==> src/rtl/dht_reader.sv <==
// dht_reader: single-wire DHT11/DHT22 reader. Drives the host start pulse through an
// open-drain enable, decodes the 40-bit frame by pulse width, checks the checksum and
// presents humidity/temperature with a one-cycle valid strobe.
module dht_reader #(
    parameter int unsigned CLK_HZ         = 100_000_000,
    parameter int unsigned START_LOW_US   = 18000,
    parameter int unsigned BIT_THRESH_US  = 50,
    parameter int unsigned TIMEOUT_US     = 200,
    parameter int unsigned HOLDOFF_MS     = 1000,
    parameter int unsigned AUTO_PERIOD_MS = 0
) (
    input  logic        clk,
    input  logic        rst,
    input  logic        start,
    input  logic        dq_i,
    output logic        dq_oe,
    output logic        busy,
    output logic        data_valid,
    output logic [15:0] humidity,
    output logic [15:0] temperature,
    output logic        checksum_err,
    output logic        timeout_err
);

    localparam int unsigned TPU           = CLK_HZ / 1_000_000;
    localparam int unsigned START_TICKS   = START_LOW_US * TPU;
    localparam int unsigned THRESH_TICKS  = BIT_THRESH_US * TPU;
    localparam int unsigned TIMEOUT_TICKS = TIMEOUT_US * TPU;
    localparam int unsigned HOLDOFF_TICKS = HOLDOFF_MS * 1000 * TPU;
    localparam int unsigned AUTO_TICKS    = AUTO_PERIOD_MS * 1000 * TPU;

    localparam int unsigned TIMER_MAX = (START_TICKS > TIMEOUT_TICKS) ? START_TICKS
                                                                     : TIMEOUT_TICKS;
    localparam int unsigned TIMER_W   = (TIMER_MAX > 1) ? $clog2(TIMER_MAX + 1) : 1;
    localparam int unsigned HOLD_W    = (HOLDOFF_TICKS > 1) ? $clog2(HOLDOFF_TICKS + 1) : 1;
    localparam int unsigned AUTO_W    = (AUTO_TICKS > 1) ? $clog2(AUTO_TICKS + 1) : 1;

    typedef enum logic [2:0] {
        StIdle,
        StStartLow,
        StRelease,
        StAckLow,
        StAckHigh,
        StBitLow,
        StBitHigh,
        StCheck
    } state_e;

    state_e               state;
    logic [TIMER_W-1:0]   timer;
    logic [5:0]           bit_cnt;
    logic [39:0]          frame;
    logic [HOLD_W-1:0]    holdoff;
    logic [AUTO_W-1:0]    auto_cnt;

    logic dq_s1, dq_s2, dq_prev;
    logic dq_fall, dq_rise;
    logic phase_edge;
    logic timed_out;
    logic bit_val;
    logic auto_fire;
    logic [7:0] sum;

    assign dq_fall   = dq_prev & ~dq_s2;
    assign dq_rise   = ~dq_prev & dq_s2;
    assign timed_out = (timer == TIMER_W'(TIMEOUT_TICKS - 1));
    // timer holds ticks-1 on the cycle the falling edge is seen, so >= means "> threshold"
    assign bit_val   = (timer >= TIMER_W'(THRESH_TICKS));
    assign auto_fire = (AUTO_TICKS != 0) && (auto_cnt == '0);
    // Modulo-256 sum by truncation to 8 bits
    assign sum       = frame[39:32] + frame[31:24] + frame[23:16] + frame[15:8];

    // Pad synchroniser plus a third copy for edge detection; idle bus reads high
    always_ff @(posedge clk or negedge rst) begin
        if (!rst) begin
            dq_s1   <= 1'b1;
            dq_s2   <= 1'b1;
            dq_prev <= 1'b1;
        end else begin
            dq_s1   <= dq_i;
            dq_s2   <= dq_s1;
            dq_prev <= dq_s2;
        end
    end

    // Select the bus edge that ends the current sensor-driven phase
    always_comb begin
        phase_edge = 1'b0;
        unique case (state)
            StRelease, StAckHigh, StBitHigh: phase_edge = dq_fall;
            StAckLow, StBitLow:              phase_edge = dq_rise;
            default:                         phase_edge = 1'b0;
        endcase
    end

    // Holdoff and auto-period counters: held at full value while busy, so they start
    // counting down from the first idle cycle after any transaction
    always_ff @(posedge clk or negedge rst) begin
        if (!rst) begin
            holdoff  <= '0;
            auto_cnt <= AUTO_W'(AUTO_TICKS);
        end else if (state != StIdle) begin
            holdoff  <= HOLD_W'(HOLDOFF_TICKS);
            auto_cnt <= AUTO_W'(AUTO_TICKS);
        end else begin
            if (holdoff != '0) holdoff <= holdoff - 1'b1;
            if (auto_cnt != '0) auto_cnt <= auto_cnt - 1'b1;
        end
    end

    // Transaction FSM with registered bus enable, status and result outputs
    always_ff @(posedge clk or negedge rst) begin
        if (!rst) begin
            state        <= StIdle;
            timer        <= '0;
            bit_cnt      <= '0;
            frame        <= '0;
            dq_oe        <= 1'b0;
            busy         <= 1'b0;
            data_valid   <= 1'b0;
            checksum_err <= 1'b0;
            timeout_err  <= 1'b0;
            humidity     <= '0;
            temperature  <= '0;
        end else begin
            data_valid   <= 1'b0;
            checksum_err <= 1'b0;
            timeout_err  <= 1'b0;
            unique case (state)
                StIdle: begin
                    if ((start || auto_fire) && holdoff == '0) begin
                        state <= StStartLow;
                        timer <= '0;
                        dq_oe <= 1'b1;
                        busy  <= 1'b1;
                    end
                end
                StStartLow: begin
                    if (timer == TIMER_W'(START_TICKS - 1)) begin
                        state <= StRelease;
                        timer <= '0;
                        dq_oe <= 1'b0;
                    end else begin
                        timer <= timer + 1'b1;
                    end
                end
                StRelease, StAckLow, StAckHigh, StBitLow, StBitHigh: begin
                    if (phase_edge) begin
                        timer <= '0;
                        unique case (state)
                            StRelease: state <= StAckLow;
                            StAckLow:  state <= StAckHigh;
                            StAckHigh: begin
                                state   <= StBitLow;
                                bit_cnt <= '0;
                            end
                            StBitLow:  state <= StBitHigh;
                            default: begin
                                frame   <= {frame[38:0], bit_val};
                                bit_cnt <= bit_cnt + 1'b1;
                                state   <= (bit_cnt == 6'd39) ? StCheck : StBitLow;
                            end
                        endcase
                    end else if (timed_out) begin
                        state       <= StIdle;
                        timer       <= '0;
                        busy        <= 1'b0;
                        timeout_err <= 1'b1;
                    end else begin
                        timer <= timer + 1'b1;
                    end
                end
                StCheck: begin
                    if (sum == frame[7:0]) begin
                        humidity    <= frame[39:24];
                        temperature <= frame[23:8];
                        data_valid  <= 1'b1;
                    end else begin
                        checksum_err <= 1'b1;
                    end
                    state <= StIdle;
                    timer <= '0;
                    busy  <= 1'b0;
                end
                default: begin
                    state <= StIdle;
                    dq_oe <= 1'b0;
                    busy  <= 1'b0;
                end
            endcase
        end
    end

endmodule

==> config.mk <==
export PLATFORM = sky130hd
export DESIGN_NAME = dht_reader
export DESIGN_NICKNAME = d
export VERILOG_FILES = /design/src/rtl/dht_reader.sv
export SDC_FILE = /design/constraint.sdc
export NUM_CORES = 1
export LEC_CHECK = 0
export CAP_MARGIN = 5
export CORE_UTILIZATION = 56
export CTS_BUF_LIST = sky130_fd_sc_hd__clkbuf_2
export DETAILED_ROUTE_END_ITERATION = 10
export PLACE_DENSITY = 0.79
export SLEW_MARGIN = 15
export SYNTH_ARGS = -nofsm -noshare
export SYNTH_HDL_FRONTEND = slang
export SYNTH_SLANG_ARGS = --single-unit
==> constraint.sdc <==
create_clock -name clk -period 3.6 [get_ports clk]
set_clock_uncertainty 0.05 [all_clocks]
set_input_delay 0.36 -clock clk [delete_from_list [all_inputs] [get_ports clk]]
set_output_delay 0.36 -clock clk [all_outputs]
set_load 0.02 [all_outputs]
==> qor.csv, run 1 <==
metric,value,unit
status,finished with violations,
violations,negative setup slack,
grt_max_degree,91,
critPathBufInv,4,
die_h,112.4,µm
die_area,0.01263,mm²
clk_pin_slew,0.20,ns
hold_ws,0.2378,ns
insertion_delay,0.67,ns
vdd_drop_max,0.2868,mV
start_util,0.5852,
rows,39,
hold_path_class,in -> async,
synth_edf_count,0,
combPwrFrac,0.015,
worstPathArrival,4.41,ns
synth.net_count,638,
synthCells,609,
power.share.switching,0.2315,
synth_area,0.006825,mm²
yosysUniqueCellTypes,60,
drt_iter0_drc,317,
synthFlopType,dfrtp_1,
r2r_cells,13,
drive_above_1_share,0.2006,
layout_common_cells,"134 x dfrtp_1, 50 x nand2_1, 43 x mux2_2, 39 x clkdlybuf4s50_1, 38 x nor2_1",
clock_sinks,137,
yosysTopAreaCell,dfrtp_1,
fmax,0.2578,GHz
reg2reg_slack,-0.28,ns
p_leak,3.630,nW
drc,0,
gp_congestion,0.9380,
switching_power,0.5588,mW
numCtsBuffers,17,
multi_input_area,0.003318,mm²
power_frac_seq,0.640,
ys_seq_elements,137,
seq_area,0.003432,mm²
period_minus_slack,3.879,ns
async_reset_ff_frac,1.000,
grt_use_total,0.2331,
clock_path_buffers,2,
fin_crit_sh,1.077,
cts_htree_levels,4,
finalSetupViolCount,32,
finalNetCount,698,
cp-start-kind,flop,
antenna_cells,0,
synth_area_leaders,"dfrtp_1 49%, mux2_2 11%, fa_1 4.1%, xnor2_1 3.1%, nand2_1 2.7%",
layout_commonest_cell,dfrtp_1,
grt_pass1_vias,4801,
grt_antenna_before_repair,0,
io-pin-count,41,
pwr-share-clk,0.345,
core,0.01166,mm²
rsz0062_at_grt,true,
routed_wl,14030,µm
die_x,112.4,µm
dr.pass1.iters,5,
finalMaxSlewViolations,0,
clockRootBuffer,clkbuf_2,
antenna_left,0,
syn2layout_area_growth,15.12,%
worstReg2RegEnd,temperature[9],
power.total,2.414,mW
overflow,0,
worstMarginPinSlew,0.8099,ns
required,4.14,ns
yosys.area.top_type_share,0.4913,
crit_top_cell,fa_1,
maxCapViolations,0,
crit_path_max_incr_delay,0.55,ns
numPortBuffers,40,
grt_first_pass_wirelength,23080,µm
cts_tree,built,
ys_seq_area_frac,0.5028,
hold_violations,0,
setup.worst_path.end_class,flop,
yosysWarningCount,0,
r2r-start,frame[9],
vias_per_cell,5.882,
slowest_stage,fa_1,
worstPathCellList,fa_1 -> inv_1 -> fa_1 -> inv_2 -> ha_4 -> fa_2 -> xor2_1 -> nor4_1 -> nand3_1 -> nor4_4 -> buf_6 -> clkbuf_16 -> mux2_2,
powerDensity,307.2,mW/mm²
wire_per_inst,17.08,µm
internal_power,1.855,mW
place_hpwl,9562,µm
syn_avg_cell_area,11.21,µm²
path_delay_family,adder cells,
worst_slack,-0.2789,ns
fillers,867,
num_vias,4829,
slew_headroom,0.4601,
cp_max_fo,8,
worstSetupPathType,reg -> reg,
## what timing repair did
action | CTS | global route
hold buffers | 1 | 1
pin swaps | 0 | 5
setup endpoints to repair | 32 | 32
buffers inserted | 0 | 1
resized for setup | 2 | 12
endpoints found under the hold margin | 88 | 1
gates cloned | 0 | 3
## power by group through the flow
stage	clock network (mW)	registers (mW)	logic, mW
finish	0.832	1.54	0.0374
floorplan	0	1.57	0.00146
CTS	0.857	1.54	0.0390
global route	0.922	1.55	0.0443
detailed placement	0	1.57	0.0380
global placement	0	1.57	0.0367
## synthesized netlist by cell type (3+ instances only)
master	count
a21o_1	5
and2_1	9
nand2b_1	4
nor2b_1	6
ha_1	11
nand4_1	7
o21ai_0	27
nand2_1	50
mux2i_1	4
o21ai_1	10
and3_1	6
or3_1	10
xor2_1	14
dfstp_2	3
a22o_1	5
clkbuf_1	11
inv_1	23
nor2_1	38
buf_4	5
nor4_1	11
o31ai_1	5
fa_1	14
nor3_1	19
a21oi_1	23
dfrtp_1	134
xnor2_1	24
mux2_2	66
buf_2	4
nand3_1	20
## kinds of logic (layout without fill, tap and decap cells)
group,after synthesis,count (layout),share of synthesized area
AO/OA/AOI/OAI,95,95,0.08689
XOR/XNOR,38,38,0.04876
buffers and inverters,46,115,0.02988
multiplexers,70,70,0.1148
AND/OR/NAND/NOR,198,198,0.1556
adder cells (fa/ha/maj),25,25,0.06123
flip-flops,137,137,0.5028
## layer usage
layer | wire length, µm | GRT usage | up-vias
met5 | 0 | 0 | -
li1 | - | - | 2266
met2 | 7090 | 0.3888 | 108
met3 | 593 | 0.06587 | 26
met1 | 6086 | 0.2988 | 2429
met4 | 256 | 0.06756 | 0
## sequential cells by signal, indices dropped and copies added (netlist names)
signal        count
dq_oe             1
bit_cnt           6
timer            21
timeout_err       1
dq_s1             1
dq_s2             1
dq_prev           1
checksum_err      1
humidity         16
data_valid        1
state             3
temperature      16
frame            40
busy              1
holdoff          27
## cell type report
class,count,area share
Sequential cell,137,0.4368
Clock inverter,9,0.01338
Inverter,23,0.01099
Tap cell,143,0.02277
Multi-Input combinational cell,426,0.4223
Clock buffer,19,0.01210
Timing Repair Buffer,64,0.08169
## how the worst max path moves through the flow
stage | from | end | slack (ns) | cells after the start
3_5_place_dp | frame[25] | temperature[7] | -0.26 | 13
2_1_floorplan | frame[25] | humidity[0] | -0.1 | 13
4_1_cts | frame[25] | temperature[4] | -0.28 | 13
5_1_grt | frame[9] | temperature[12] | -0.38 | 13
3_3_place_gp | frame[25] | temperature[7] | -0.14 | 13
6_report | frame[9] | temperature[9] | -0.28 | 13
## metrics by stage
step | setup WS, ns | utilization | TNS [ns] | cell area (µm²) | std cells
global route | -0.3804 | 0.6737 | -11.63 | 7858 | 821
finish | -0.2789 | 0.6737 | -8.128 | 7858 | 821
global placement | -0.1385 | 0.6442 | -3.876 | 7513 | 787
CTS | -0.2818 | 0.6631 | -8.120 | 7734 | 816
floorplan | -0.09954 | - | -2.899 | 6909 | 609
detailed placement | -0.2591 | 0.6442 | -7.273 | 7513 | 787
Power figures use the tool's default switching activity.
==> inputs of run 2 (changes only) <==
--- a/config.mk
+++ b/config.mk
@@ -6,10 +6,10 @@
 export NUM_CORES = 1
 export LEC_CHECK = 0
 export CAP_MARGIN = 5
-export CORE_UTILIZATION = 56
+export CORE_UTILIZATION = 67
 export CTS_BUF_LIST = sky130_fd_sc_hd__clkbuf_2
 export DETAILED_ROUTE_END_ITERATION = 10
-export PLACE_DENSITY = 0.79
+export PLACE_DENSITY = 0.88
 export SLEW_MARGIN = 15
 export SYNTH_ARGS = -nofsm -noshare
 export SYNTH_HDL_FRONTEND = slang
==> constraint.sdc (replaced) <==
create_clock -name clk -period 4.8 [get_ports clk]
set_clock_uncertainty 0.05 [all_clocks]
set_input_delay 0.48 -clock clk [delete_from_list [all_inputs] [get_ports clk]]
set_output_delay 0.48 -clock clk [all_outputs]
set_load 0.02 [all_outputs]
==> run 2 against run 1 <==
Compared with the run above:
- worst setup slack better by 0.79 ns
- clock power down 9.0%
- critical path type unchanged
- register-to-register slack better by 0.79 ns
- worst hold slack worse by 0.10 ns
- critical endpoint is now humidity[9]
- wire length up 0.68%
- count of clock-buffer cells in the layout down 1
- the run now ends clean
- critical path depth unchanged
- utilization up 9.8 points
- first-iteration DRC count up 5.7%
- sequential power down 25%
- maximum frequency down 9.6%
- final area down 3.5%
==> qor.csv, run 2 (synthesized netlist as in run 1, its figures left out) <==
metric,value,unit
cts_htree_levels,4,
cts_tree,built,
insertion_delay,0.68,ns
instances_no_fill,794,
hold_violations,0,
grt_antenna_before_repair,0,
fillers,644,
slew_headroom,0.2403,
start_util,0.6951,
p_leak,3.511,nW
cts_setup_buffers,0,
grtUsageMet1,0.3852,
cp_max_fo,32,
largest_reg_flops,40,
rows,36,
finalNetCount,678,
layout_commonest_cell,dfrtp_1,
finalMaxSlewViolations,0,
vdd_drop_max,0.1834,mV
regMostFlops,frame,
grt_max_degree,99,
grt_pass1_vias,4938,
reg2reg_slack,0.51,ns
seq_area,0.003432,mm²
fmax,0.2331,GHz
overflow,0,
drc,0,
core,0.009819,mm²
num_vias,4847,
antenna_left,0,
die_area,0.01059,mm²
grt_first_pass_wirelength,23760,µm
hold_path_class,in -> reg,
power.share.switching,0.2279,
worstPathArrival,4.83,ns
syn2layout_area_growth,11.05,%
reg.largest.list,"frame (40), holdoff (27), timer (21)",
use_met3,0.07254,
gp_congestion,0.8861,
grt_use_total,0.2979,
power_frac_seq,0.596,
routed_wl,14120,µm
die_h,102.9,µm
combPwrFrac,0.014,
wire_per_inst,17.79,µm
dpl.cell_count,762,
io-pin-count,41,
switching_power,0.4427,mW
setup.worst_path.end_class,flop,
clk_pin_slew,0.20,ns
worstSetupPathType,reg -> reg,
clock_path_buffers,2,
maxCapViolations,0,
die_x,102.9,µm
cp-start-kind,flop,
rsz0062_at_grt,false,
vias_per_cell,6.105,
antenna_cells,0,
clockRootBuffer,clkbuf_2,
drive_above_1_share,0.1710,
power.total,1.943,mW
powerDensity,256.3,mW/mm²
multi_input_area,0.003194,mm²
layout_common_cells,"134 x dfrtp_1, 66 x mux2_2, 50 x nand2_1, 39 x clkdlybuf4s50_1, 38 x nor2_1",
required,5.34,ns
finalSetupViolCount,0,
drt_iter0_drc,335,
worstMarginPinSlew,1.138,ns
setup-tns-final,0,ns
status,"finished, final reports clean",
use_met2,0.4933,
fin_crit_sh,0.8938,
post_cts_resized,0,
numCtsBuffers,17,
numPortBuffers,40,
clock_sinks,137,
period_minus_slack,4.290,ns
pwr-share-clk,0.390,
internal_power,1.500,mW
dr.pass1.iters,7,
place_hpwl,9722,µm
gr-max-usage-layer,met2,
==> run 2: changes by cell type in the layout (fill, tap and decap cells not counted), moves of 2 or more <==
cell,before,now
inv_6,0,2
clkinvlp_4,1,3
clkinv_4,3,0
mux2_2,43,66
buf_6,3,1
clkbuf_16,2,0
xnor2_1,22,24
bufinv_16,2,4
buf_4,17,3
mux2_4,23,0
xnor2_2,2,0
==> run 2: critical path, cell delays in order, from the launching register on <==
cell	delay, ns
dfrtp_1	0.46
fa_1	0.55
inv_1	0.06
fa_1	0.51
inv_1	0.05
ha_1	0.22
fa_1	0.41
a21o_1	0.19
a21oi_1	0.24
xnor2_1	0.15
nand3_1	0.19
nor4_4	0.25
buf_4	0.41
mux2_2	0.39
==> run 2: metal layers <==
metal | up-vias | wire (µm)
met5 | - | 0
met4 | 0 | 317
met3 | 41 | 721
met2 | 172 | 7131
met1 | 2398 | 5951
li1 | 2236 | -
==> run 2: final cells by class <==
| type | count | area share |
|---|---|---|
| clock inverter | 13 | 0.02327 |
| tap | 133 | 0.02195 |
| multi-input combinational | 426 | 0.4214 |
| sequential | 137 | 0.4528 |
| inverter | 23 | 0.01139 |
| clock buffer | 18 | 0.01189 |
| timing repair buffer | 44 | 0.05728 |
==> run 2: power by group through the flow <==
stage / Clock [mW] / Combinational (mW) / Sequential (mW)
floorplan: 0 / 0.00109 / 1.18
global placement: 0 / 0.0265 / 1.18
detailed placement: 0 / 0.0274 / 1.18
CTS: 0.769 / 0.0280 / 1.16
global route: 0.808 / 0.0319 / 1.16
finish: 0.757 / 0.0268 / 1.16
==> run 2: path summary, 6_finish.rpt <==
check                         start          end  cells after the start
setup / recovery           frame[9]  humidity[9]                     13
hold / removal                 dq_i        dq_s1                      1
setup reg to reg           frame[9]  humidity[9]                     13
hold reg to reg               dq_s1        dq_s2                      0
max in group asynchronous       rst     frame[6]                      3
min in group asynchronous       rst    timer[17]                      2
==> run 2: metrics by stage <==
step / hold slack, ns / utilization / setup slack [ns] / cell area [µm²]
floorplan: 0.1344 / - / 0.9979 / 6825
global placement: 0.2957 / 0.7438 / 0.7860 / 7303
detailed placement: 0.3053 / 0.7438 / 0.6247 / 7303
CTS: 0.07764 / 0.7719 / 0.5032 / 7580
global route: 0.06145 / 0.7719 / 0.3269 / 7580
finish: 0.1368 / 0.7719 / 0.5097 / 7580
==> run 2: repair_timing <==
item,4_1_cts,5_1_grt
hold buffers,1,0
hold endpoints to repair,94,0
setup endpoints to repair,0,0
==> inputs of run 3 (changes only) <==
--- a/config.mk
+++ b/config.mk
@@ -5,7 +5,6 @@
 export SDC_FILE = /design/constraint.sdc
 export NUM_CORES = 1
 export LEC_CHECK = 0
-export CAP_MARGIN = 5
 export CORE_UTILIZATION = 67
 export CTS_BUF_LIST = sky130_fd_sc_hd__clkbuf_2
 export DETAILED_ROUTE_END_ITERATION = 10
==> results of run 3 <==
No change in the layout: final DEF, timing and power equal those of run 2.
